==> config.mk <==
export PLATFORM = sky130hd
export DESIGN_NAME = id_ex_pipe_reg
export DESIGN_NICKNAME = d
export VERILOG_FILES = /design/src/rtl/id_ex_pipe_reg.sv
export SDC_FILE = /design/constraint.sdc
export NUM_CORES = 1
export LEC_CHECK = 0
export CAP_MARGIN = 0
export CORE_AREA = 2 2 121 123
export CTS_BUF_LIST = sky130_fd_sc_hd__clkbuf_4 sky130_fd_sc_hd__clkbuf_8
export CTS_CLUSTER_SIZE = 20
export DETAILED_ROUTE_END_ITERATION = 10
export DIE_AREA = 0 0 123 125
export HOLD_SLACK_MARGIN = 0.08
export PLACE_DENSITY_LB_ADDON = 0.15
export SETUP_SLACK_MARGIN = 0.1
export SLEW_MARGIN = 10
export SYNTH_ARGS = -nofsm -noshare
export SYNTH_HDL_FRONTEND = slang
export SYNTH_SLANG_ARGS = --single-unit
==> constraint.sdc <==
create_clock -name clk -period 9.4 [get_ports clk]
set_clock_uncertainty 0.05 [all_clocks]
set_input_delay 1.88 -clock clk [delete_from_list [all_inputs] [get_ports clk]]
set_output_delay 1.88 -clock clk [all_outputs]
set_load 0.1 [all_outputs]
==> src/rtl/id_ex_pipe_reg.sv <==
// ID/EX pipeline register with a valid/ready handshake, flush-to-bubble and an optional skid buffer.
// Latency is 1 cycle. Define ID_EX_SKID_EN to add a 2-entry skid, which registers in_ready; otherwise in_ready depends on out_ready in the same cycle.
module id_ex_pipe_reg #(
    parameter int XLEN   = 32,
    parameter int REG_AW = 5,
    parameter int WB_W   = 2,
    parameter int MEM_W  = 2,
    parameter int EX_W   = 4
) (
    input  logic              clk,
    input  logic              rst,
    input  logic              flush,
    input  logic              in_valid,
    output logic              in_ready,
    input  logic [WB_W-1:0]   control_WB_s2,
    input  logic [MEM_W-1:0]  control_MEM_s2,
    input  logic [EX_W-1:0]   control_EX_s2,
    input  logic [XLEN-1:0]   pc_s2,
    input  logic [XLEN-1:0]   rs_data_s2,
    input  logic [XLEN-1:0]   rt_data_s2,
    input  logic [XLEN-1:0]   seimm_s2,
    input  logic [REG_AW-1:0] rs_addr_s2,
    input  logic [REG_AW-1:0] rt_addr_s2,
    input  logic [REG_AW-1:0] rd_addr_s2,
    output logic              out_valid,
    input  logic              out_ready,
    output logic [WB_W-1:0]   control_WB_s3,
    output logic [MEM_W-1:0]  control_MEM_s3,
    output logic [EX_W-1:0]   control_EX_s3,
    output logic [XLEN-1:0]   pc_s3,
    output logic [XLEN-1:0]   rs_data_s3,
    output logic [XLEN-1:0]   rt_data_s3,
    output logic [XLEN-1:0]   seimm_s3,
    output logic [REG_AW-1:0] rs_addr_s3,
    output logic [REG_AW-1:0] rt_addr_s3,
    output logic [REG_AW-1:0] rd_addr_s3,
    output logic [REG_AW-1:0] rt_addr_fw
);

    typedef struct packed {
        logic [WB_W-1:0]   wb;
        logic [MEM_W-1:0]  mem;
        logic [EX_W-1:0]   ex;
        logic [XLEN-1:0]   pc;
        logic [XLEN-1:0]   rs_data;
        logic [XLEN-1:0]   rt_data;
        logic [XLEN-1:0]   seimm;
        logic [REG_AW-1:0] rs_addr;
        logic [REG_AW-1:0] rt_addr;
        logic [REG_AW-1:0] rd_addr;
    } entry_t;

    entry_t in_ent;
    entry_t main_q, main_d;
    logic   main_vld_q, main_vld_d;
    logic   in_fire, out_fire;

    assign in_ent = '{wb: control_WB_s2, mem: control_MEM_s2, ex: control_EX_s2,
                      pc: pc_s2, rs_data: rs_data_s2, rt_data: rt_data_s2,
                      seimm: seimm_s2, rs_addr: rs_addr_s2, rt_addr: rt_addr_s2,
                      rd_addr: rd_addr_s2};

    assign in_fire  = in_valid & in_ready;
    assign out_fire = main_vld_q & out_ready;

`ifdef ID_EX_SKID_EN
    entry_t skid_q, skid_d;
    logic   skid_vld_q, skid_vld_d;
    logic   in_rdy_q, in_rdy_d;

    always_comb begin
        main_d     = main_q;
        main_vld_d = main_vld_q;
        skid_d     = skid_q;
        skid_vld_d = skid_vld_q;
        if (flush) begin
            main_vld_d = 1'b0;
            main_d.wb  = '0;
            main_d.mem = '0;
            main_d.ex  = '0;
            skid_vld_d = 1'b0;
        end else if (!main_vld_q || out_fire) begin
            if (skid_vld_q) begin
                main_d     = skid_q;
                main_vld_d = 1'b1;
                skid_vld_d = 1'b0;
            end else if (in_fire) begin
                main_d     = in_ent;
                main_vld_d = 1'b1;
            end else begin
                // Bubble: controls go to zero, datapath values are left as they were.
                main_vld_d = 1'b0;
                main_d.wb  = '0;
                main_d.mem = '0;
                main_d.ex  = '0;
            end
        end else if (in_fire) begin
            skid_d     = in_ent;
            skid_vld_d = 1'b1;
        end
        in_rdy_d = !skid_vld_d;
    end

    always_ff @(posedge clk or posedge rst) begin
        if (rst) begin
            skid_q     <= '0;
            skid_vld_q <= 1'b0;
            in_rdy_q   <= 1'b0;
        end else begin
            skid_q     <= skid_d;
            skid_vld_q <= skid_vld_d;
            in_rdy_q   <= in_rdy_d;
        end
    end

    assign in_ready = in_rdy_q;
`else
    always_comb begin
        main_d     = main_q;
        main_vld_d = main_vld_q;
        if (flush) begin
            main_vld_d = 1'b0;
            main_d.wb  = '0;
            main_d.mem = '0;
            main_d.ex  = '0;
        end else if (!main_vld_q || out_fire) begin
            if (in_fire) begin
                main_d     = in_ent;
                main_vld_d = 1'b1;
            end else begin
                main_vld_d = 1'b0;
                main_d.wb  = '0;
                main_d.mem = '0;
                main_d.ex  = '0;
            end
        end
    end

    assign in_ready = !main_vld_q | out_ready;
`endif

    always_ff @(posedge clk or posedge rst) begin
        if (rst) begin
            main_q     <= '0;
            main_vld_q <= 1'b0;
        end else begin
            main_q     <= main_d;
            main_vld_q <= main_vld_d;
        end
    end

    assign out_valid      = main_vld_q;
    assign control_WB_s3  = main_q.wb;
    assign control_MEM_s3 = main_q.mem;
    assign control_EX_s3  = main_q.ex;
    assign pc_s3          = main_q.pc;
    assign rs_data_s3     = main_q.rs_data;
    assign rt_data_s3     = main_q.rt_data;
    assign seimm_s3       = main_q.seimm;
    assign rs_addr_s3     = main_q.rs_addr;
    assign rt_addr_s3     = main_q.rt_addr;
    assign rd_addr_s3     = main_q.rd_addr;
    assign rt_addr_fw     = main_q.rt_addr;

endmodule
-- After elaboration in Yosys (flattened, before gate mapping)
Cells that the tools add are included.
- word-level logic and storage cells: 26
- register bits after elaboration: 152
- input bits: 156
- reduce and logical (&&, ||, !) cells: 4
- multiplexer cells: 7
- bitwise operators: 4
- operator list (operator ; count):
    $mux 151 ; 1
    $mux 143 ; 1
    $mux 8 ; 2
    $mux 1 ; 3
    $reduce_and 3->1 ; 1
    $and 1x1->1 ; 2
    $reduce_bool 2->1 ; 1
    $logic_not 1->1 ; 1
    $logic_or 1x1->1 ; 1
    $not 1->1 ; 1
    $or 1x1->1 ; 1

-- Longest topological paths before layout
- word-level depth: 6
- depth in mapped cells: 6
- depth with buffers taken out: 4

-- Worst setup path after synthesis
OpenSTA, ideal clock, no wires.
- kind: in2out
- start point: input out_ready
- end point: output in_ready
- data arrival time: 2.962 ns
- data required time: 7.470 ns
- stages: 3
- slack: 4.508 ns
- path through: nor2b_2 > buf_2 > clkinv_1
- longest elaborated chain between the ends: 1
- RTL lines (element ; line ; text):
    from (decl) ; 26 ; input logic out_ready,
    $or 1x1->1 ; 139 ; assign in_ready = !main_vld_q | out_ready;
    to (decl) ; 14 ; output logic in_ready,
Every way passes these cells.

-- Final worst setup path
Same ends and word-level chain as after synthesis.

==> results_dict.tcl <==
set metrics [dict create \
    synth.avg_cell_area_um2 17.5 \
    power.switching_w 0.00125 \
    via_count 4046 \
    grt-ovfl-total 0 \
    synth_warnings 0 \
    firstDrtPassIters 4 \
    hold_depth 1 \
    die_w_um 123 \
    drt_wl_total_um 15500 \
    diodes 0 \
    ys_top_cells_by_area "dfrtp_1 62%, mux2_4 17%, mux2_2 13%" \
    avgViaCountPerCell 4.73 \
    clockBufferDepth 2 \
    h-tree-depth 4 \
    met3_usage 0.0990 \
    io_buffer_count 313 \
    power_density_mw_per_mm2 279 \
    finalCritPeriodShare 0.643 \
    post-route-util 0.681 \
    fp-row-count 44 \
    drtIter0Drc 148 \
    cp.required_ns 7.47 \
    status "complete, no violations" \
    combPwrFrac 0.489 \
    cts.hold.buffers_added 0 \
    rsz0062_at_grt "no" \
    design.core.area_mm2 0.0142 \
    synth_cells 349 \
    post_cts_resize_count 0 \
    clock_sinks 152 \
    maxCapViolations 0 \
    wl_per_cell_um 18.2 \
    postCtsSetupBuffers 0 \
    worst-slew-pin-transition_ns 1.14 \
    die_area_mm2 0.0154 \
    p_int_w 0.00144 \
    die_h_um 125 \
    path_class "in2out" \
    setup-violations-final 0 \
    clock.fmax_mhz 165 \
    min_period_ns 6.04 \
    gp_congestion 0.822 \
    grt_pass1_vias 4312 \
    grt_max_degree 82 \
    critPathMaxFanout 11 \
    peakVddDrop_mv 0.144 \
    cts_tree "yes" \
    grt_usage 0.207 \
    slew_viol_final 0 \
    ys_seq_elements 152 \
    synth_top_area_share 0.622 \
    clk_latency_ns 0.44 \
    io_pins 314 \
    layout.nets 816 \
    synth_area_leader_cell "dfrtp_1" \
    synth_cell_type_count 15 \
    startpoint_type "primary input" \
    cts_buffers 17 \
    p_seq_frac 0.304 \
    dp_hpwl_um 11400 \
    grt_pass1_wl_um 23900 \
    grtUsageMet1 0.227 \
    slew_headroom 0.243 \
    syn-num-nets 505 \
    tns_ns 0 \
    layout-drive-gt1-share 0.267 \
    ant_nets 0 \
    syn_area_mm2 0.00612 \
    hold_path.class "reg2reg" \
    drc 0 \
    end_kind "output pin" \
    antenna_found_initial 0 \
    cts-root-buf "clkbuf_8" \
    grt_use_met2 0.346 \
    hold_viol 0 \
    grt_busiest_layer "met2" \
    syn2layout_area_growth_pct 58.1 \
    swShare 0.466 \
    ys_seq_area_frac 0.622 \
    start_util 0.431 \
    clk_pin_slew_ns 0.07 \
    clkPwrFrac 0.207 \
    reg2regPathDepth 4 \
    worst_ep_arrival_time_ns 4.11 \
    power.leakage_nw 4.09 \
]
registers in the layout, summed over array words and instances (netlist names):
signal / count
pc_s3: 32
rs_data_s3: 32
rt_data_s3: 32
seimm_s3: 32
rd_addr_s3: 5
rs_addr_s3: 5
rt_addr_fw: 5
control_EX_s3: 4
control_MEM_s3: 2
control_WB_s3: 2
out_valid: 1
placed cells by master (no fill, tap or decap), drive strengths merged:
cell / Yosys / layout
inv: 1 / 1
clkbuf: 0 / 23
dfrtp: 152 / 152
clkinv: 1 / 2
clkdlybuf4s50: 0 / 313
nor3b: 1 / 1
mux2: 143 / 143
nor2: 2 / 2
nand3: 8 / 8
buf: 24 / 3
a21oi: 8 / 8
clkinvlp: 0 / 2
nor2b: 1 / 1
bufinv: 0 / 4
nand2: 8 / 8
cells in the mapped netlist:
cell type / count
buf_6: 3
nor3b_4: 1
mux2_2: 73
clkinv_1: 1
buf_4: 12
buf_12: 8
nor2b_2: 1
nand2_1: 8
mux2_4: 70
nand3_1: 8
dfrtp_1: 152
buf_2: 1
inv_1: 1
nor2_1: 2
a21oi_1: 8
cells by family after synthesis:
family	count (synthesis)	synth area share
flip-flops	152	0.622
buffers and inverters	26	0.0485
AO/OA/AOI/OAI	8	0.00654
AND/OR/NAND/NOR	20	0.0172
multiplexers	143	0.306
final timing paths:
kind	from	end	slack [ns]
max	out_ready	in_ready	3.36
min	pc_s3[30]	pc_s3[30]	0.46
max reg2reg	out_valid	rs_addr_s3[3]	6.23
min reg2reg	pc_s3[30]	pc_s3[30]	0.46
max in group asynchronous	rst	pc_s3[29]	5.94
min in group asynchronous	rst	pc_s3[20]	1.87
worst max-delay path: stages:
cell and delay (ns):
clkdlybuf4s50_1 0.41, nor2b_2 0.41, clkinv_1 0.35, clkdlybuf4s50_1 1.05
final cells by class:
cell class              instances  area (um2)
fillers                      1026        4530
multi-input cells             171        2020
flip-flops and latches        152        3800
repair buffers                316        3160
well taps                     184         230
inverters                       2        12.5
clock buffers                  23         310
clock inverters                 7         140
per-layer routing:
| layer | part of all wire | routed length [um] | vias up |
|---|---|---|---|
| met3 | 0.11 | 1770 | 21 |
| met2 | 0.50 | 7770 | 190 |
| met5 | 0 | 0 | - |
| met4 | 0.016 | 250 | 0 |
| met1 | 0.37 | 5730 | 2005 |
| li1 | - | - | 1830 |
power groups by stage:
stage	registers [W]	clock network [W]	logic [W]
after CTS	0.000821	0.000573	0.00132
after global routing	0.000834	0.000605	0.00135
final	0.000819	0.000558	0.00132
after floorplan	0.00162	0	0.000208
after detailed placement	0.000832	0	0.00132
after global placement	0.000826	0	0.00132
per-stage QoR:
stage / std cells / hold WS, ns / total power (W) / worst slack (ns) / area, um2
global placement: 825 / 0.439 / 0.00214 / 3.42 / 9220
finish: 855 / 0.459 / 0.00269 / 3.36 / 9670
floorplan: 349 / 0.916 / 0.00183 / 3.38 / 6120
CTS: 855 / 0.463 / 0.00272 / 3.35 / 9670
detailed placement: 825 / 0.442 / 0.00215 / 3.36 / 9220
global route: 855 / 0.470 / 0.00279 / 3.24 / 9670
(Power assumes the default switching activity.)
